===== src/rtl/craps_pkg.sv =====
// Shared types, rule constants and display helpers for the craps controller.
package craps_pkg;

    typedef enum logic [2:0] {
        ST_READY = 3'd0,
        ST_EVAL  = 3'd1,
        ST_POINT = 3'd2,
        ST_WIN   = 3'd3,
        ST_LOSE  = 3'd4
    } state_t;

    localparam logic [3:0] SUM_SEVEN        = 4'd7;
    localparam logic [3:0] SUM_ELEVEN       = 4'd11;
    localparam logic [3:0] SUM_CRAPS_TWO    = 4'd2;
    localparam logic [3:0] SUM_CRAPS_THREE  = 4'd3;
    localparam logic [3:0] SUM_CRAPS_TWELVE = 4'd12;

    localparam logic [2:0] DIE_MAX = 3'd6;

    // Split a dice sum (or point) in 0..12 into {tens, ones} BCD nibbles.
    function automatic logic [7:0] bcd_split(input logic [3:0] value);
        logic [7:0] result;
        if (value >= 4'd10) begin
            result = {4'd1, value - 4'd10};
        end else begin
            result = {4'd0, value};
        end
        return result;
    endfunction

endpackage


===== src/rtl/dice_counter.sv =====
// Two chained free-running 1..6 counters; the second advances when the first wraps.
module dice_counter
    import craps_pkg::*;
(
    input  logic       clk,
    input  logic       rst_n,
    output logic [2:0] die1,
    output logic [2:0] die2
);

    // die1 steps every clock; die2 steps on die1's 6 -> 1 wrap.
    always_ff @(posedge clk or negedge rst_n) begin
        if (!rst_n) begin
            die1 <= 3'd1;
            die2 <= 3'd1;
        end else if (die1 == DIE_MAX) begin
            die1 <= 3'd1;
            die2 <= (die2 == DIE_MAX) ? 3'd1 : die2 + 3'd1;
        end else begin
            die1 <= die1 + 3'd1;
        end
    end

endmodule


===== src/rtl/craps_ctrl.sv =====
// Craps round sequencer: captures the dice on a roll, scores it, tracks the
// point and drives the registered LED and display outputs.
module craps_ctrl
    import craps_pkg::*;
(
    input  logic        Clk100MHz,
    input  logic        reset_n,
    input  logic        Clk1HzEn,
    input  logic        RollPulse,
    output logic [31:0] Data,
    output logic [7:0]  XDP,
    output logic        RollDiceLed,
    output logic        PlayerWinsLed,
    output logic        PlayerLosesLed
);

    logic [2:0] die1;
    logic [2:0] die2;
    state_t     state;
    logic [2:0] d1q;
    logic [2:0] d2q;
    logic       first_roll;
    logic [3:0] point;
    logic [3:0] sum;
    state_t     eval_state;
    logic [3:0] eval_point;

    dice_counter u_dice (
        .clk   (Clk100MHz),
        .rst_n (reset_n),
        .die1  (die1),
        .die2  (die2)
    );

    assign sum = {1'b0, d1q} + {1'b0, d2q};

    // Score the captured roll: outcome state and the point value that follows it.
    always_comb begin
        eval_state = ST_POINT;
        eval_point = point;
        if (first_roll) begin
            if (sum == SUM_SEVEN || sum == SUM_ELEVEN) begin
                eval_state = ST_WIN;
                eval_point = 4'd0;
            end else if (sum == SUM_CRAPS_TWO || sum == SUM_CRAPS_THREE ||
                         sum == SUM_CRAPS_TWELVE) begin
                eval_state = ST_LOSE;
                eval_point = 4'd0;
            end else begin
                eval_state = ST_POINT;
                eval_point = sum;
            end
        end else begin
            if (sum == point) begin
                eval_state = ST_WIN;
                eval_point = 4'd0;
            end else if (sum == SUM_SEVEN) begin
                eval_state = ST_LOSE;
                eval_point = 4'd0;
            end else begin
                eval_state = ST_POINT;
                eval_point = point;
            end
        end
    end

    // Round FSM with capture, point and output registers; outputs follow the next state.
    always_ff @(posedge Clk100MHz or negedge reset_n) begin
        if (!reset_n) begin
            state          <= ST_READY;
            d1q            <= 3'd0;
            d2q            <= 3'd0;
            first_roll     <= 1'b1;
            point          <= 4'd0;
            Data           <= 32'd0;
            XDP            <= 8'd0;
            RollDiceLed    <= 1'b1;
            PlayerWinsLed  <= 1'b0;
            PlayerLosesLed <= 1'b0;
        end else begin
            case (state)
                ST_READY, ST_POINT, ST_WIN, ST_LOSE: begin
                    if (RollPulse) begin
                        // A roll takes priority over a blink tick and clears the LEDs.
                        d1q            <= die1;
                        d2q            <= die2;
                        first_roll     <= (state != ST_POINT);
                        state          <= ST_EVAL;
                        XDP            <= 8'd0;
                        RollDiceLed    <= 1'b0;
                        PlayerWinsLed  <= 1'b0;
                        PlayerLosesLed <= 1'b0;
                    end else if (Clk1HzEn) begin
                        if (state == ST_WIN) begin
                            PlayerWinsLed <= ~PlayerWinsLed;
                        end
                        if (state == ST_LOSE) begin
                            PlayerLosesLed <= ~PlayerLosesLed;
                        end
                    end
                end
                ST_EVAL: begin
                    // Blink ticks are not looked at here, so a result LED always enters on.
                    state          <= eval_state;
                    point          <= eval_point;
                    Data           <= {8'h00, 1'b0, d2q, 1'b0, d1q,
                                       bcd_split(eval_point), bcd_split(sum)};
                    XDP            <= {7'd0, eval_state == ST_POINT};
                    RollDiceLed    <= (eval_state == ST_POINT);
                    PlayerWinsLed  <= (eval_state == ST_WIN);
                    PlayerLosesLed <= (eval_state == ST_LOSE);
                end
                default: begin
                    state <= ST_READY;
                end
            endcase
        end
    end

endmodule


===== config.mk =====
export PLATFORM = sky130hd
export DESIGN_NAME = craps_ctrl
export DESIGN_NICKNAME = d
export VERILOG_FILES = /design/src/rtl/craps_pkg.sv /design/src/rtl/dice_counter.sv /design/src/rtl/craps_ctrl.sv
export SDC_FILE = /design/constraint.sdc
export NUM_CORES = 1
export LEC_CHECK = 0
export CELL_PAD_IN_SITES_DETAIL_PLACEMENT = 0
export CELL_PAD_IN_SITES_GLOBAL_PLACEMENT = 1
export CORE_UTILIZATION = 40
export CTS_BUF_LIST = sky130_fd_sc_hd__clkbuf_2 sky130_fd_sc_hd__clkbuf_4 sky130_fd_sc_hd__clkbuf_8
export CTS_CLUSTER_DIAMETER = 150
export DETAILED_ROUTE_END_ITERATION = 8
export GPL_TIMING_DRIVEN = 1
export PLACE_DENSITY_LB_ADDON = 0.1
export SYNTH_ARGS = -nofsm -noshare
export SYNTH_HDL_FRONTEND = slang
export SYNTH_HIERARCHICAL = 1
export SYNTH_SLANG_ARGS = --single-unit
export TNS_END_PERCENT = 5

===== constraint.sdc =====
create_clock -name Clk100MHz -period 2.9 [get_ports Clk100MHz]
set_input_delay 0.58 -clock Clk100MHz [delete_from_list [all_inputs] [get_ports Clk100MHz]]
set_output_delay 0.58 -clock Clk100MHz [all_outputs]
set_load 0.01 [all_outputs]

Word-level counts from Yosys, hierarchy flattened
Cells that the tools add are included.

Add/subtract/negate cells: 5. Equality and inequality tests: 20. Bitwise logic cells: 2. Magnitude comparators: 2. Mux-type cells: 28. Reductions and logical operators: 10.

Operators by type and width (count): $mux 3 (8); $mux 4 (5); $pmux 8 s2 (1); $eq 3x2->1 const B (4); $eq 3x3->1 const B (4); $mux 5 (2); $ne 3x3->1 const B (3); $eq 4x2->1 const B (2); $eq 4x4->1 const B (2); $ge 4x4->1 const B (2); $mux 8 (1); $sub 4x4->4 const B (2); $mux 1 (7); $add 3x1->3 const B (2); $pmux 1 s2 (3); $pmux 3 s2 (1); $reduce_and 3->1 (2); $add 3x3->4 (1); $eq 4x3->1 const B (1); $eq 4x4->1 (1); $reduce_and 2->1 (2); $reduce_or 4->1 (1); $eq 3x1->1 const B (1); $logic_not 3->1 (1); 5 further kinds (8).

Output and inout bits: 43. Input port bits: 4. Bits in registers: 53. Logic and storage cells: 79.

Longest topological paths before layout
Gate-level depths: netlist of the first run.

Word-level depth: 9. Gate-level depth with buffers: 9. Mapped depth without buffers: 9.

By module
Netlist of the first run, hierarchy kept.

Modules (own cells, without submodules): craps_ctrl (area each 2001.9 um^2, cells each 218, seq. area each 828.3 um^2, instances 1); dice_counter (area each 246.5 um^2, cells each 21, seq. area each 152.6 um^2, instances 1).

Worst setup path before layout of the first run
OpenSTA, ideal clock, no wires.

Path kind: register -> register. Start point: register d1q[0]. End point: register Data[9]. Path buffers: 1. Setup time: 122 ps. Arrival: 2340 ps. Slack: 439 ps. Cell stages (with the launch flop): 10. Clock period less this slack: 2461 ps. Required time: 2778 ps. Cells stage by stage: dfrtp_1 > ha_1 > fa_1 > clkbuf_1 > nor2_1 > mux2i_1 > nand4_1 > a2bb2oi_1 > a221o_1 > a32o_1.

Cells in the longest elaborated chain, start to end: 9. Elaborated cells on any way between the ends: 18. Those cells by class: add/sub (2); order compare (1); eq/ne (6); mux (6); reduce/logical (3).

Ends and longest elaborated chain: from (decl) (RTL line craps_ctrl.sv:20) `logic [2:0] d1q;`; from (signal assigned) (RTL line craps_ctrl.sv:85) `d1q <= die1;`; $add 3x3->4 (*) (RTL line craps_ctrl.sv:35) `assign sum = {1'b0, d1q} + {1'b0, d2q};`; $eq 4x2->1 (RTL line craps_ctrl.sv:45) `end else if (sum == SUM_CRAPS_TWO || sum == SUM_CRAPS_THREE ||`; $logic_or 1x1->1 (2 in series) (RTL line craps_ctrl.sv:45); $mux 4 (RTL line craps_ctrl.sv:45); $mux 4 (RTL line craps_ctrl.sv:42) `if (sum == SUM_SEVEN || sum == SUM_ELEVEN) begin`; $mux 4 (*) (RTL line craps_ctrl.sv:41) `if (first_roll) begin`; $sub 4x4->4 / $ge 4x4->1 (equally long branches) (RTL line craps_pkg.sv:24, craps_pkg.sv:23); $mux 5 (*) (RTL line craps_pkg.sv:23) `if (value >= 4'd10) begin`; to (signal assigned) (RTL line craps_ctrl.sv:106) `Data <= {8'h00, 1'b0, d2q, 1'b0, d1q,`; to (decl) (RTL line craps_ctrl.sv:10) `output logic [31:0] Data,`.

Every way passes the cells marked *; elsewhere a longest branch is shown, timed or not. A chain may end at the register's enable or synchronous reset.

Worst setup path after layout of the first run
Ends and elaborated chain as after synthesis.

==> results.ini, run 1 <==
[drt]
drc = 0
drt_wl_total_microns = 4650
wire_per_inst_microns = 14.1
drt_first_pass_iters = 4
antenna_left = 0
num_vias = 1699
vias_per_cell = 5.16
drt_iter0_drc = 120

[grt]
track_usage_pct = 16.6
grt_pass1_vias = 1584
antenna_found_initial = 0
grt_pass1_wl_microns = 7780
grt_start_max_net_pins = 40
grt_remaining_overflow = 0

[clocking]
cts_tree = yes
clock_path_buffers = 2
cts.htree.levels = 2
cts.sinks = 39
root_buffer = clkbuf_8
post_cts_resize_count = 0
hold_buffers = 0
path_clk_slew_ns = 0.08
cts_setup_buffers = 0
numCtsBuffers = 5
clk_latency_ns = 0.28

[pwr]
power_switching_share_pct = 45.3
p_total_mw = 3.55
power.switching_mw = 1.61
power_density_mw_per_mm2 = 1390
seqPwrFrac_pct = 27.4
power.internal_mw = 1.94
ir_drop_v = 0.000520
power_frac_clock_pct = 13.0
p_leak_nw = 1.13
p_comb_share_pct = 59.6

[yosys]
synth_ff_type = dfrtp_1
async_reset_ff_share_pct = 100
ys_seq_area_share_pct = 43.6
synth_edf_count = 0
syn_area_sq_mm = 0.00225
ys.warnings.count = 6
syn_inst = 239
synth_cell_type_count = 49
avgSynthCellArea_sq_um = 9.41
synth-seq-cells = 39

[worst_setup_path]
start_kind = flop
r2r_end = Data[9]$_DFFE_PN0P_
crit_slowest_cell = fa_1
worst-path-max-fanout = 9
rr_startpoint = d1q[0]$_DFFE_PN0P_
required_ns = 3.08
critical_path.cell_chain = ha_1, fa_1, xor2_4, inv_4, mux2i_1, nand4_1, a2bb2oi_1, a221o_1, a32o_1
end_kind = flop
critPathArrivalTime_ns = 2.88
r2r_cells = 9
cpPeakStageDelay_ns = 0.45
path_class = reg -> reg
rrSetupSlack_ns = 0.19

[timing]
setup_viol_count_final = 0
grt_setup_unrepaired = no
worst_pin_slew_ns = 0.899
fin_crit_sh_pct = 93.3
relSlewSlack_pct = 40.1
finalHoldViolations = 0
fin_crit_ns = 2.71
fmax_mhz = 370
slew_viol_final = 0
finalSetupTns_ns = 0
timing.final.ws_setup_ns = 0.194
clock_skew_ns = 0.00264

[floorplanning]
num_rows = 26
boundaryPins = 47
start_util_pct = 42.7
fp.dieH_microns = 77.0
die_area_sq_mm = 0.00593
core_sq_mm = 0.00527
die_w_microns = 77.0

[finish]
fin_util_pct = 48.5
final_nets = 267
drive_gt1_share_pct = 11.6
n_antenna_cell = 0
synthToLayoutAreaGrowth_pct = 13.6
fin_cells = 329

[place]
place_ws_ns = 0.218
dpl.hpwl_microns = 3350
portBuffers = 23
place_congestion = 0.867
place_inst = 321

[worst_hold_path]
hp-class = in -> async

[flow_run]
cap_violations = 0

[outcome]
status = finished, final reports clean

flip-flops by register name, indices dropped and copies added (netlist names):
| signal | count |
|---|---|
| u_dice/die2 | 3 |
| PlayerWinsLed | 1 |
| point | 4 |
| d1q | 3 |
| Data | 15 |
| XDP | 1 |
| u_dice/die1 | 3 |
| RollDiceLed | 1 |
| d2q | 3 |
| state | 3 |
| first_roll | 1 |
| PlayerLosesLed | 1 |
cells in the mapped netlist (2+ instances only):
cell	number	area share [%]
nand2_1	37	6.2
dfrtp_1	35	39
buf_4	24	8.0
nor2_1	12	2.0
o21ai_0	11	2.4
clkbuf_1	10	1.7
nor3_1	9	2.0
a21oi_1	8	1.8
inv_1	7	1.2
mux2_2	6	3.0
nand2b_1	6	1.7
nand3_1	6	1.3
xnor2_1	5	1.9
a31oi_1	4	1.1
dfstp_2	4	4.7
ha_1	4	2.2
mux2i_1	4	1.8
a221oi_1	3	1.2
a22o_1	3	1.2
o211ai_1	3	1.0
o21ai_1	3	0.67
o32ai_1	3	1.2
a21o_1	2	0.67
a2bb2oi_1	2	0.78
a31o_2	2	0.78
o31ai_1	2	0.67
o32a_1	2	0.89
worst max-delay path: cells and delay by family (launching register included):
kind                     cells  cell delay (ns)
AO/OA/AOI/OAI                3             0.70
XOR/XNOR                     1             0.34
adder cells (fa/ha/maj)      2             0.69
buffers and inverters        1             0.11
flip-flops                   1             0.41
multiplexers                 1             0.16
AND/OR/NAND/NOR              1             0.18
cells by family (layout without fill, tap and decap cells):
logic type,after synthesis,count (layout),synth area share [%]
and+or+nand+nor,77,77,15.6
muxes,10,10,4.79
other,1,23,0.167
DFF,39,39,43.6
adders and majority gates,5,5,3.12
AOI/OAI and AO/OA,58,58,18.3
xor gates and xnor gates,6,6,3.17
buffers and inverters,43,41,11.3
cell type report:
type | count | area, sq um
Multi-Input combinational cell | 179 | 1100
Fill cell | 513 | 2720
Sequential cell | 39 | 981
Timing Repair Buffer | 25 | 240
Clock inverter | 3 | 47.5
Inverter | 8 | 32.5
Clock buffer | 5 | 68.8
Tap cell | 70 | 87.6
through the flow:
stage | hold slack [ns] | instance area (sq um)
2_1_floorplan | 0.284 | 2330
3_5_place_dp | 0.463 | 2440
6_report | 0.405 | 2550
5_1_grt | 0.478 | 2550
3_3_place_gp | 0.465 | 2440
4_1_cts | 0.439 | 2550
power by group through the flow:
stage | sequential, mW | clock, mW | combinational (mW)
after floorplan | 0.939 | 0 | 1.52
after global placement | 0.983 | 0 | 2.10
after detailed placement | 0.983 | 0 | 2.11
after CTS | 0.974 | 0.480 | 2.11
after global routing | 1.01 | 0.505 | 2.35
final | 0.971 | 0.462 | 2.11
routing by layer:
metal,share of wire (%),GRT usage (%)
met2,49,26.9
met4,0.34,3.40
met5,0,0
met3,4.7,3.57
met1,46,23.0
placed cells by master, fill, tap and decap left out, types with 7 or more instances in the layout:
| master | synthesis | layout |
|---|---|---|
| nand2_1 | 37 | 37 |
| dfrtp_1 | 35 | 35 |
| conb_1 | 1 | 23 |
| clkdlybuf4s50_1 | 0 | 22 |
| nor2_1 | 12 | 12 |
| o21ai_0 | 11 | 11 |
| nor3_1 | 9 | 9 |
| a21oi_1 | 8 | 8 |
| inv_1 | 7 | 7 |
how the worst max path moves through the flow:
stage / from / end / slack [ns] / depth (start not counted)
after floorplan: d1q[0]$_DFFE_PN0P_ / Data[9]$_DFFE_PN0P_ / 0.44 / 9
after detailed placement: d1q[0]$_DFFE_PN0P_ / Data[9]$_DFFE_PN0P_ / 0.22 / 9
after global placement: d1q[0]$_DFFE_PN0P_ / Data[9]$_DFFE_PN0P_ / 0.30 / 9
after CTS: d1q[0]$_DFFE_PN0P_ / Data[9]$_DFFE_PN0P_ / 0.19 / 9
final: d1q[0]$_DFFE_PN0P_ / Data[9]$_DFFE_PN0P_ / 0.19 / 9
after global routing: d1q[0]$_DFFE_PN0P_ / Data[9]$_DFFE_PN0P_ / 0.02 / 9
Note: power is estimated with default switching activity, not from simulation.
==> run 2, diff against run 1 <==
--- a/config.mk
+++ b/config.mk
@@ -7,11 +7,13 @@
 export LEC_CHECK = 0
 export CELL_PAD_IN_SITES_DETAIL_PLACEMENT = 0
 export CELL_PAD_IN_SITES_GLOBAL_PLACEMENT = 1
+export CORE_MARGIN = 2
 export CORE_UTILIZATION = 40
 export CTS_BUF_LIST = sky130_fd_sc_hd__clkbuf_2 sky130_fd_sc_hd__clkbuf_4 sky130_fd_sc_hd__clkbuf_8
 export CTS_CLUSTER_DIAMETER = 150
 export DETAILED_ROUTE_END_ITERATION = 8
 export GPL_TIMING_DRIVEN = 1
+export HOLD_SLACK_MARGIN = 0.08
 export PLACE_DENSITY_LB_ADDON = 0.1
 export SYNTH_ARGS = -nofsm -noshare
 export SYNTH_HDL_FRONTEND = slang
==> constraint.sdc (replaced) <==
create_clock -name Clk100MHz -period 3.4 [get_ports Clk100MHz]
set_input_delay 0.68 -clock Clk100MHz [delete_from_list [all_inputs] [get_ports Clk100MHz]]
set_output_delay 0.68 -clock Clk100MHz [all_outputs]
set_load 0.01 [all_outputs]
==> results.ini, run 2 (synthesis gave the netlist of run 1 again) <==
[drt]
antenna_left = 0  ; unchanged
drt_wl_total_microns = 4490  ; was 4650 microns
drt_iter0_drc = 104  ; was 120
drc = 0  ; unchanged
vias_per_cell = 5.11  ; was 5.16
num_vias = 1681  ; was 1699
wire_per_inst_microns = 13.6  ; was 14.1 microns
drt_first_pass_iters = 4  ; unchanged

[worst_setup_path]
end_kind = flop  ; unchanged
critPathArrivalTime_ns = 2.88  ; about the same
crit_slowest_cell = fa_1  ; unchanged
r2r_cells = 9  ; unchanged
worst-path-max-fanout = 9  ; unchanged
path_class = reg -> reg  ; unchanged
required_ns = 3.58  ; was 3.08 ns
cpPeakStageDelay_ns = 0.44  ; was 0.45 ns
start_kind = flop  ; unchanged
critical_path.cell_chain = ha_1, fa_1, xor2_4, inv_4, mux2i_1, nand4_1, a2bb2oi_1, a221o_1, a32o_1  ; unchanged
r2r_end = Data[9]$_DFFE_PN0P_  ; unchanged
rr_startpoint = d1q[0]$_DFFE_PN0P_  ; unchanged
rrSetupSlack_ns = 0.70  ; was 0.19 ns

[flow_run]
cap_violations = 0  ; unchanged

[pwr]
power_density_mw_per_mm2 = 1170  ; was 1390 mW/mm^2
p_leak_nw = 1.12  ; was 1.13 nW
ir_drop_v = 0.000476  ; was 0.000520 V

[timing]
fin_crit_sh_pct = 79.4  ; was 93.3%
finalHoldViolations = 0  ; unchanged
slew_viol_final = 0  ; unchanged
clock_skew_ns = 0.00632  ; was 0.00264 ns
finalSetupTns_ns = 0  ; unchanged
grt_setup_unrepaired = no  ; unchanged
fin_crit_ns = 2.70  ; was 2.71 ns
relSlewSlack_pct = 29.3  ; was 40.1%
hold_ws_ns = 0.480  ; was 0.405 ns
worst_pin_slew_ns = 1.06  ; was 0.899 ns
fmax_mhz = 371  ; was 370 MHz
setup_viol_count_final = 0  ; unchanged

[clocking]
cts_tree = yes  ; unchanged
hold_buffers = 0  ; unchanged
cts.sinks = 39  ; unchanged
root_buffer = clkbuf_8  ; unchanged
post_cts_resize_count = 0  ; unchanged
clk_latency_ns = 0.29  ; was 0.28 ns
numCtsBuffers = 5  ; unchanged
cts_setup_buffers = 0  ; unchanged
clock_path_buffers = 2  ; unchanged
cts.htree.levels = 2  ; unchanged
path_clk_slew_ns = 0.09  ; was 0.08 ns

[finish]
n_antenna_cell = 0  ; unchanged
final_nets = 265  ; was 267
largest_reg_flops = 15  ; unchanged
layout_common_cells = nand2_1, dfrtp_1, conb_1  ; unchanged
final_common_cell = nand2_1  ; unchanged
drive_gt1_share_pct = 10.9  ; was 11.6%
synthToLayoutAreaGrowth_pct = 13.0  ; was 13.6%
largest-register = Data  ; unchanged
fin_cells = 329  ; unchanged
reg.largest.list = Data x15, point x4  ; unchanged

[worst_hold_path]
hp-class = reg -> reg  ; was in -> async
holdPathStages = 2
hold_end = Data[12]$_DFFE_PN0P_
hp-start = Data[12]$_DFFE_PN0P_

[outcome]
status = finished, final reports clean  ; unchanged

[floorplanning]
boundaryPins = 47  ; unchanged
fp.dieH_microns = 79.0  ; was 77.0 microns
die_w_microns = 79.0  ; was 77.0 microns
num_rows = 27  ; was 26
core_sq_mm = 0.00547  ; was 0.00527 sq mm
start_util_pct = 41.1  ; was 42.7%
die_area_sq_mm = 0.00624  ; was 0.00593 sq mm

[place]
place_inst = 321  ; unchanged
portBuffers = 23  ; unchanged
dpl.hpwl_microns = 3160  ; was 3350 microns
place_congestion = 0.858  ; was 0.867

[grt]
grt_remaining_overflow = 0  ; unchanged
grt_pass1_wl_microns = 7650  ; was 7780 microns
antenna_found_initial = 0  ; unchanged
grt_pass1_vias = 1600  ; was 1584
grt_start_max_net_pins = 40  ; unchanged
track_usage_pct = 15.5  ; was 16.6%

[run 2: cell types whose count changed in the layout (fill, tap and decap cells not counted)]
cell,delta
buf_4,-2
[run 2: per-layer routing]
layer / up-vias / wire (microns) / part of all wire [%] / GRT usage [%]
met4: 0 / 72 / 1.6 / 6.72
met3: 8 / 187 / 4.2 / 3.52
met1: 797 / 2140 / 48 / 21.6
met2: 45 / 2090 / 46 / 23.2
li1: 831 / - / - / -
met5: - / 0 / 0 / 0
[run 2: critical path, delay by kind of cell, from the launching register on]
kind | cells | cell delay (ns)
xor+xnor | 1 | 0.33
simple gates | 1 | 0.18
flops | 1 | 0.40
fa+ha+maj | 2 | 0.68
mux | 1 | 0.17
compound gates | 3 | 0.70
buf+inv | 1 | 0.11
[run 2: through the flow]
| stage | utilization, % | power (mW) | setup slack [ns] | cell area, sq um |
|---|---|---|---|---|
| 2_1_floorplan | - | 2.10 | 0.939 | 2330 |
| 3_3_place_gp | 44.3 | 2.60 | 0.797 | 2420 |
| 3_5_place_dp | 44.3 | 2.60 | 0.735 | 2420 |
| 4_1_cts | 46.4 | 3.01 | 0.715 | 2540 |
| 5_1_grt | 46.4 | 3.25 | 0.481 | 2540 |
| 6_report | 46.4 | 2.98 | 0.701 | 2540 |
[run 2: worst max path at each step]
stage,end,slack (ns),cells after the start,startpoint
floorplan,Data[9]$_DFFE_PN0P_,0.94,9,d1q[0]$_DFFE_PN0P_
global placement,Data[9]$_DFFE_PN0P_,0.80,9,d1q[0]$_DFFE_PN0P_
detailed placement,Data[9]$_DFFE_PN0P_,0.73,9,d1q[0]$_DFFE_PN0P_
CTS,Data[9]$_DFFE_PN0P_,0.72,9,d1q[0]$_DFFE_PN0P_
global route,state[0]$_DFFE_PN0P_,0.48,8,d1q[0]$_DFFE_PN0P_
finish,Data[9]$_DFFE_PN0P_,0.70,9,d1q[0]$_DFFE_PN0P_
[run 2: final cells by class]
class | count | area (sq um)
Multi-Input combinational cell | 179 | 1100
Sequential cell | 39 | 981
Clock inverter | 3 | 47.5
Fill cell | 549 | 2930
Inverter | 8 | 32.5
Timing Repair Buffer | 23 | 225
Tap cell | 72 | 90.1
Clock buffer | 5 | 68.8
[run 2: report_power, final]
part	switching, mW	leakage [nW]	internal, mW
registers	0.167	0.480	0.654
logic	1.00	0.578	0.756
clock network	0.177	0.0587	0.222
total	1.35	1.12	1.63
==> run 3, diff against run 2 <==
--- a/config.mk
+++ b/config.mk
@@ -8,7 +8,7 @@
 export CELL_PAD_IN_SITES_DETAIL_PLACEMENT = 0
 export CELL_PAD_IN_SITES_GLOBAL_PLACEMENT = 1
 export CORE_MARGIN = 2
-export CORE_UTILIZATION = 40
+export CORE_UTILIZATION = 36
 export CTS_BUF_LIST = sky130_fd_sc_hd__clkbuf_2 sky130_fd_sc_hd__clkbuf_4 sky130_fd_sc_hd__clkbuf_8
 export CTS_CLUSTER_DIAMETER = 150
 export DETAILED_ROUTE_END_ITERATION = 8
==> constraint.sdc (replaced) <==
create_clock -name Clk100MHz -period 2.3 [get_ports Clk100MHz]
set_input_delay 0.46 -clock Clk100MHz [delete_from_list [all_inputs] [get_ports Clk100MHz]]
set_output_delay 0.46 -clock Clk100MHz [all_outputs]
set_load 0.01 [all_outputs]
==> results.ini, run 3 (synthesis gave the netlist of run 1 again) <==
[clocking]
root_buffer = clkbuf_8  ; unchanged
cts_tree = yes  ; unchanged
cts.sinks = 39  ; unchanged
clock_path_buffers = 2  ; unchanged
numCtsBuffers = 5  ; unchanged
clk_latency_ns = 0.29  ; about the same
path_clk_slew_ns = 0.08  ; was 0.09 ns
cts.htree.levels = 2  ; unchanged

[finish]
drive_gt1_share_pct = 24.3  ; was 10.9%
layout_common_cells = nand2_1, dfrtp_1, buf_4  ; was nand2_1, dfrtp_1, conb_1
fin_cells = 367  ; was 329
final_common_cell = nand2_1  ; unchanged
largest-register = Data  ; unchanged
largest_reg_flops = 15  ; unchanged
n_antenna_cell = 0  ; unchanged
nFillCells = 594  ; was 549
synthToLayoutAreaGrowth_pct = 27.7  ; was 13.0%
final_nets = 300  ; was 265
reg.largest.list = Data x15, point x4  ; unchanged

[worst_setup_path]
critical_path.cell_chain = ha_2, fa_2, nor2_1, o21ai_0, o211ai_1, a2bb2oi_1, a221o_1, a32o_1  ; was ha_1, fa_1, xor2_4, inv_4, mux2i_1, nand4_1, a2bb2oi_1, a221o_1, a32o_1
critPathArrivalTime_ns = 2.57  ; was 2.88 ns
worst-path-max-fanout = 5  ; was 9
cp_top_family = compound AO/OA/AOI/OAI gates  ; unchanged
crit_slowest_cell = fa_2  ; was fa_1
worst-path-buf-inv = 0  ; was 1
start_kind = flop  ; unchanged
end_kind = flop  ; unchanged
path_class = reg -> reg  ; unchanged
cpPeakStageDelay_ns = 0.60  ; was 0.44 ns
required_ns = 2.48  ; was 3.58 ns

[floorplanning]
num_rows = 28  ; was 27
core_sq_mm = 0.00599  ; was 0.00547 sq mm
die_w_microns = 83.0  ; was 79.0 microns
start_util_pct = 37.5  ; was 41.1%
fp.dieH_microns = 83.0  ; was 79.0 microns
boundaryPins = 47  ; unchanged
die_area_sq_mm = 0.00689  ; was 0.00624 sq mm

[place]
portBuffers = 23  ; unchanged
dpl.hpwl_microns = 3660  ; was 3160 microns
place_inst = 356  ; was 321
place_congestion = 0.926  ; was 0.858

[grt]
antenna_found_initial = 0  ; unchanged
grt_start_max_net_pins = 22  ; was 40
grt_pass1_wl_microns = 8520  ; was 7650 microns
grt_pass1_vias = 1760  ; was 1600
track_usage_pct = 15.3  ; was 15.5%
grt_remaining_overflow = 0  ; unchanged

[pwr]
p_leak_nw = 1.30  ; was 1.12 nW
power_density_mw_per_mm2 = 1870  ; was 1170 mW/mm^2
ir_drop_v = 0.000722  ; was 0.000476 V

[timing]
finalHoldViolations = 0  ; unchanged
grt_setup_unrepaired = yes  ; was no
slew_viol_final = 0  ; unchanged
fin_crit_ns = 2.39  ; was 2.70 ns
finalSetupTns_ns = -0.128  ; was 0 ns
fin_crit_sh_pct = 104  ; was 79.4%
setup_viol_count_final = 2  ; was 0
fmax_mhz = 419  ; was 371 MHz
clock_skew_ns = 0.00935  ; was 0.00632 ns
timing.final.ws_setup_ns = -0.0879  ; was 0.701 ns

[drt]
drt_first_pass_iters = 4  ; unchanged
vias_per_cell = 4.92  ; was 5.11
drc = 0  ; unchanged
drt_iter0_drc = 86  ; was 104
num_vias = 1806  ; was 1681
antenna_left = 0  ; unchanged
wire_per_inst_microns = 13.5  ; was 13.6 microns
drt_wl_total_microns = 4950  ; was 4490 microns

[flow_run]
cap_violations = 0  ; unchanged

[worst_hold_path]
hp-class = reg -> reg  ; unchanged

[outcome]
status = finished, violations left  ; was finished, final reports clean
violations = setup timing

[run 3: where the power goes]
group	switching [mW]	total, mW	leakage (nW)	internal [mW]
Combinational	1.70	3.47	0.755	1.77
Sequential	0.243	1.21	0.480	0.967
Clock	0.251	0.697	0.0688	0.446
[run 3: worst min-delay path: cells and delay by family (launching register included)]
kind	cells	cell delay, ns
flops	1	0.34
simple gates	2	0.10
[run 3: path summary, 6_finish.rpt]
check                                           from                      to  slack, ns  cells after the start
worst max register to register    d1q[0]$_DFFE_PN0P_     Data[9]$_DFFE_PN0P_      -0.09                      8
min in group asynchronous                    reset_n    Data[17]$_DFFE_PN0P_       0.59                      2
worst min register to register  Data[16]$_DFFE_PN0P_    Data[16]$_DFFE_PN0P_       0.47                      2
worst max-delay path              d1q[0]$_DFFE_PN0P_     Data[9]$_DFFE_PN0P_      -0.09                      8
worst min-delay path            Data[16]$_DFFE_PN0P_    Data[16]$_DFFE_PN0P_       0.47                      2
max in group asynchronous                    reset_n  first_roll$_DFFE_PN1P_       1.11                      3
[run 3: layout make-up]
class	instances	area, sq um	area share (%)
timing repair buffer	58	490	17.1
tap	75	93.8	3.27
clock inverter	2	60.1	2.09
sequential	39	981	34.2
clock buffer	6	76.3	2.66
inverter	8	32.5	1.13
multi-input combinational	179	1140	39.6
[run 3: routing by layer]
metal | global-route usage [%] | part of all wire (%) | up-vias
li1 | - | - | 895
met1 | 21.2 | 50 | 864
met2 | 23.5 | 44 | 42
met5 | 0 | 0 | -
met4 | 5.37 | 1.5 | 0
met3 | 3.38 | 4.0 | 5
[run 3: repair_timing]
item                       4_1_cts  5_1_grt
hold endpoints to repair        12        0
hold buffers                     1        0
setup endpoints to repair        7       15
pin swaps                        3        0
setup buffers                    1        1
resized for setup                2        6
[run 3: metrics by stage]
stage	hold slack [ns]	setup WS (ns)	power [mW]	instance area (sq um)	util (%)
floorplan	0.164	-0.0352	3.16	2350	-
detailed placement	0.392	-0.0804	4.51	2670	44.6
finish	0.474	-0.0879	5.38	2870	47.9
global placement	0.384	-0.0841	4.53	2670	44.6
global route	0.513	-0.215	5.86	2870	47.9
CTS	0.483	-0.0755	5.29	2840	47.3
==> RTL change 1, RTL diff (config.mk and constraints of run 1) <==
Register the input `RollPulse` before use. The logic sees it one clock later.
--- a/src/rtl/craps_ctrl.sv
+++ b/src/rtl/craps_ctrl.sv
@@ -14,4 +14,14 @@
     output logic        PlayerLosesLed
 );
+
+    logic RollPulse_q;
+
+    always_ff @(posedge Clk100MHz or negedge reset_n) begin
+        if (!reset_n) begin
+            RollPulse_q <= '0;
+        end else begin
+            RollPulse_q <= RollPulse;
+        end
+    end
 
     logic [2:0] die1;
@@ -81,5 +91,5 @@
             case (state)
                 ST_READY, ST_POINT, ST_WIN, ST_LOSE: begin
-                    if (RollPulse) begin
+                    if (RollPulse_q) begin
                         // A roll takes priority over a blink tick and clears the LEDs.
                         d1q            <= die1;
Check against the original RTL: not equivalent (a bounded check fails within 4 cycles, from zero or initial values and one cycle with reset_n low).
==> RTL change 1 against run 1 <==
Wire length rose by 4.3%. Clock skew up 8.5 ps. Total power is 13% higher. Area after synthesis is 5.3% higher. Sequential cell count is 1 higher. Non-clock buffer count increased by 7. Count of clock-buffer cells in the layout unchanged. Via count increased by 3.3%. Fmax fell by 0.54%. Final area rose by 6.9%. Highest routed layer unchanged. Setup slack got worse by 15 ps. Largest cell class unchanged.
==> RTL change 1: results (changes against run 1) <==
Parameter                              Value

Power and ir drop
  Combinational logic power ... 2.54 mW (+20%)
  Static Leakage ... 1.22 nW (+8.0%)
  Pint ... 2.21 mW (+14%)
  Sequential group power ... 0.989 mW (+2%)
  Comb pwr share ... 63.4% (+3.8 points)

Critical path
  Slowest-stage cell, CP ... sky130_fd_sc_hd__dfrtp_1
  Worst-path fanout max ... 8 (-1)
  Worst Reg2Reg Path Length in Cells ... 11 (+2)
  End of the worst register-to-register path ... Data[10]$_DFFE_PN0P_
  Critical path arrival ... 2950 ps (+70 ps)
  Delay of the slowest cell on the worst path ... 420 ps (-30 ps)
  Cell family contributing the most delay on the critical path ... adder cells

Layout
  Fraction of area in registers ... 36.9% (-1.5 points)
  Number of multi-input combinational cells ... 187 (+4.5%)
  Ant. Diodes ... 0 (unchanged)
  Fraction of standard cell area in multi-input logic ... 43.5% (+0.55 points)
  Storage element area ... 0.00101 sq mm (+2.6%)
  # nets final ... 286 (+7.1%)
  Number of filler instances in the final layout ... 557 (+8.6%)
  Proportion of cell area spent on the clock network ... 4.26% (-0.29 points)
  Layout sequential cell count ... 40 (+2.6%)
  Inverter count ... 10 (+2)
  Count of plain and timing-repair buffers in the layout ... 32 (+28%)
  Fraction of layout instances using a drive strength above 1 ... 16.2% (+4.7 points)

Run status
  Status ... finished, final reports clean

Synthesis
  Gate count of the mapped netlist ... 251 (+5.0%)
  Most used standard cells in the synthesized netlist ... sky130_fd_sc_hd__nand2_1, sky130_fd_sc_hd__dfrtp_1, sky130_fd_sc_hd__buf_4
  Xor-xnor portion of the synthesized cell area ... 2.17% (-1.0 points)
  Largest cells by area after synthesis ... sky130_fd_sc_hd__dfrtp_1, sky130_fd_sc_hd__buf_4, sky130_fd_sc_hd__nand2_1, sky130_fd_sc_hd__dfstp_2, sky130_fd_sc_hd__mux2_2
  Area fraction in compound gates after synthesis ... 18.2% (-0.028 points)
  Proportion of synthesized area in mux cells ... 5.81% (+1.0 points)

Timing
  Worst-Margin Slew ... 897 ps (-2.05 ps)
  Clock skew after layout ... 11.2 ps (+8.52 ps)
  Post-route fraction of the period consumed by the critical path ... 93.8% (+0.51 points)
  Final worst setup slack ... 179 ps (-14.8 ps)

Placed design
  Minimum setup slack after placement ... 124 ps (-93.7 ps)
  Global placer's final weighted congestion ... 0.777 (-10%)
  Number of placed instances with taps included ... 341 (+6.2%)
  Area after DPL ... 0.00261 sq mm (+6.9%)
  Post-DP HPWL ... 3400 um (+1.5%)

Global routing
  First-pass GRT wire length ... 7960 um (+2.3%)
  GRT Util Overall ... 16.4% (-0.21 points)
  Pin count of the biggest net entering global routing ... 41 (+2.5%)
  Number of global-route vias before repair ... 1612 (+1.8%)

Drt
  Via density ... 5.03 (-2.6%)
  Final routed wire length divided by cell count ... 13.9 um (-1.7%)
  Detailed router's first-iteration violation count ... 86 (-28%)

CTS
  Clock insertion delay at the later pin of the skew report ... 300 ps (+20 ps)
-- RTL change 1: cell types whose count changed after synthesis, moves of 3 or more --
cell	before	now
sky130_fd_sc_hd__inv_1	7	10
sky130_fd_sc_hd__nor2_1	12	17
sky130_fd_sc_hd__o211ai_1	3	0
sky130_fd_sc_hd__nand3_1	6	3
sky130_fd_sc_hd__nor2b_1	0	5
sky130_fd_sc_hd__nand2b_1	6	3
sky130_fd_sc_hd__nor3_1	9	5
sky130_fd_sc_hd__nand3b_1	1	4
sky130_fd_sc_hd__nand2_1	37	42
-- RTL change 1: metal layers --
metal / vias up / track usage, % / part of all wire (%)
met3: 5 / 3.56 / 4.1
met1: 838 / 24.3 / 51
li1: 869 / - / -
met2: 43 / 23.8 / 44
met5: - / 0 / 0
met4: 0 / 4.91 / 0.91
-- RTL change 1: what timing repair did --
item | 4_1_cts | 5_1_grt
gates resized for setup | 0 | 2
buffers inserted | 0 | 0
endpoints found under the setup margin | 0 | 4
==> RTL change 2, RTL diff (config.mk and constraints of run 1) <==
Without the edit above. `DIE_MAX`: 3'd6 -> 3'd4.
--- a/src/rtl/craps_pkg.sv
+++ b/src/rtl/craps_pkg.sv
@@ -16,5 +16,5 @@
     localparam logic [3:0] SUM_CRAPS_TWELVE = 4'd12;
 
-    localparam logic [2:0] DIE_MAX = 3'd6;
+    localparam logic [2:0] DIE_MAX = 3'd4;
 
     // Split a dice sum (or point) in 0..12 into {tens, ones} BCD nibbles.
Formal check against the unedited RTL: not equivalent (a bounded check fails within 10 cycles, from zero or initial values and one cycle with reset_n low).
==> RTL change 2 against run 1 <==
Hold slack about the same. Setup slack better by 23 ps. Area after synthesis grew 2.3%. Wire length is 3.0% higher. Final area is 1.7% higher. Sequential cell count unchanged. Die area is 2.2% higher. Total power fell by 2.3%. Largest power group unchanged. Critical path depth did not move.
==> RTL change 2: results (changes against run 1) <==
Parameter                              Value

Run status
  Status ... finished, final reports clean

Power and ir drop
  Comb pwr share ... 60.7% (+1.1 points)
  P_clk ... 0.393 mW (-15%)
  Static Leakage ... 1.16 nW (+3.1%)
  Net switching component of the power ... 1.58 mW (-1.4%)
  Worst VDD drop ... 548 uV (+5.2%)
  Pint ... 1.88 mW (-3.0%)

Synthesis
  Number of distinct library cells after synthesis ... 47 (-4.1%)
  Largest cells by area after synthesis ... sky130_fd_sc_hd__dfrtp_1, sky130_fd_sc_hd__buf_4, sky130_fd_sc_hd__nand2_1, sky130_fd_sc_hd__dfstp_2, sky130_fd_sc_hd__ha_1
  Xor-xnor portion of the synthesized cell area ... 2.72% (-0.45 points)
  Adder and majority gate portion of the synthesized area ... 5.22% (+2.1 points)
  Fraction of the yosys area taken by sequential cells ... 42.7% (-0.97 points)
  Proportion of synthesized area in mux cells ... 5.82% (+1.0 points)
  Area fraction in compound gates after synthesis ... 17.6% (-0.68 points)
  Syn avg cell area ... 9.50 sq um (+1.0%)

Global routing
  GRT Util Overall ... 17.2% (+0.56 points)
  Global-route met2 utilization ... 27.1% (+0.20 points)
  First-pass GRT wire length ... 8070 um (+3.7%)
  Number of global-route vias before repair ... 1634 (+3.2%)
  GR Util met1 ... 23.2% (+0.22 points)
  Pin count of the biggest net entering global routing ... 40 (unchanged)
  Global routing usage on met3 ... 3.65% (+0.076 points)

Drt
  Detailed router's first-iteration violation count ... 124 (+3.3%)
  Drt total wl ... 4790 um (+3.0%)
  Metal1 wirelength ... 2280 um (+5.9%)
  Routed met3 length ... 161 um (-26%)
  Via density ... 5.11 (-0.98%)
  Detailed-routed wire length on met2 ... 2260 um (+0.27%)

Critical path
  Cell family contributing the most delay on the critical path ... adder cells

Timing
  Worst-Margin Slew ... 894 ps (-5.05 ps)
  Maximum clock frequency ... 0.373 GHz (+0.87%)
  Clock skew after layout ... 12.2 ps (+9.61 ps)

Layout
  Post-layout instance area ... 0.00260 sq mm (+1.7%)
  # nets final ... 275 (+3.0%)
  Number of filler instances in the final layout ... 543 (+5.8%)

Placed design
  Area after DPL ... 0.00248 sq mm (+1.9%)
  Post-DP HPWL ... 3390 um (+0.99%)
  Minimum setup slack after placement ... 226 ps (+7.62 ps)

CTS
  Clock insertion delay at the later pin of the skew report ... 300 ps (+20 ps)
RTL change 2: cell count changes in the layout (fill, tap and decap cells not counted), sizes merged, moves of 2 or more:
| cell | run 1 | this run |
|---|---|---|
| ha | 4 | 8 |
| o21ai | 14 | 11 |
| inv | 9 | 11 |
| mux2 | 6 | 8 |
RTL change 2: final cells by class:
cell class	count	area share, %
well taps	72	3.47
clock inverters	2	0.626
clock buffers	6	3.18
flip-flops and latches	39	37.8
inverters	11	1.69
multi-input cells	179	43.7
repair buffers	26	9.54
RTL change 2: worst min-delay path by stage:
stage / cells past startpoint / end / slack (ps) / startpoint
detailed placement: 1 / u_dice/die1[0]$_DFF_PN1_ / 460 / u_dice/die1[0]$_DFF_PN1_
CTS: 1 / Data[3]$_DFFE_PN0P_ / 420 / reset_n
finish: 1 / Data[4]$_DFFE_PN0P_ / 410 / reset_n
floorplan: 0 / Data[0]$_DFFE_PN0P_ / 280 / reset_n
global placement: 2 / Data[1]$_DFFE_PN0P_ / 460 / Data[1]$_DFFE_PN0P_
global route: 1 / Data[3]$_DFFE_PN0P_ / 470 / reset_n
RTL change 2: worst register-to-register path, cell delays in order, from the launching register on:
cell and delay, ps:
sky130_fd_sc_hd__dfrtp_1 410, sky130_fd_sc_hd__ha_1 240, sky130_fd_sc_hd__fa_1 450, sky130_fd_sc_hd__xor2_4 310, sky130_fd_sc_hd__inv_4 110, sky130_fd_sc_hd__mux2i_1 160, sky130_fd_sc_hd__nand4_1 190, sky130_fd_sc_hd__a2bb2oi_1 180
sky130_fd_sc_hd__a221o_1 290, sky130_fd_sc_hd__a32o_1 220
RTL change 2: cells by family after synthesis:
family,after synthesis
fa+ha+maj,9
buf+inv,46
simple gates,74
other cells,1
mux,12
flops,39
xor+xnor,5
compound gates,56
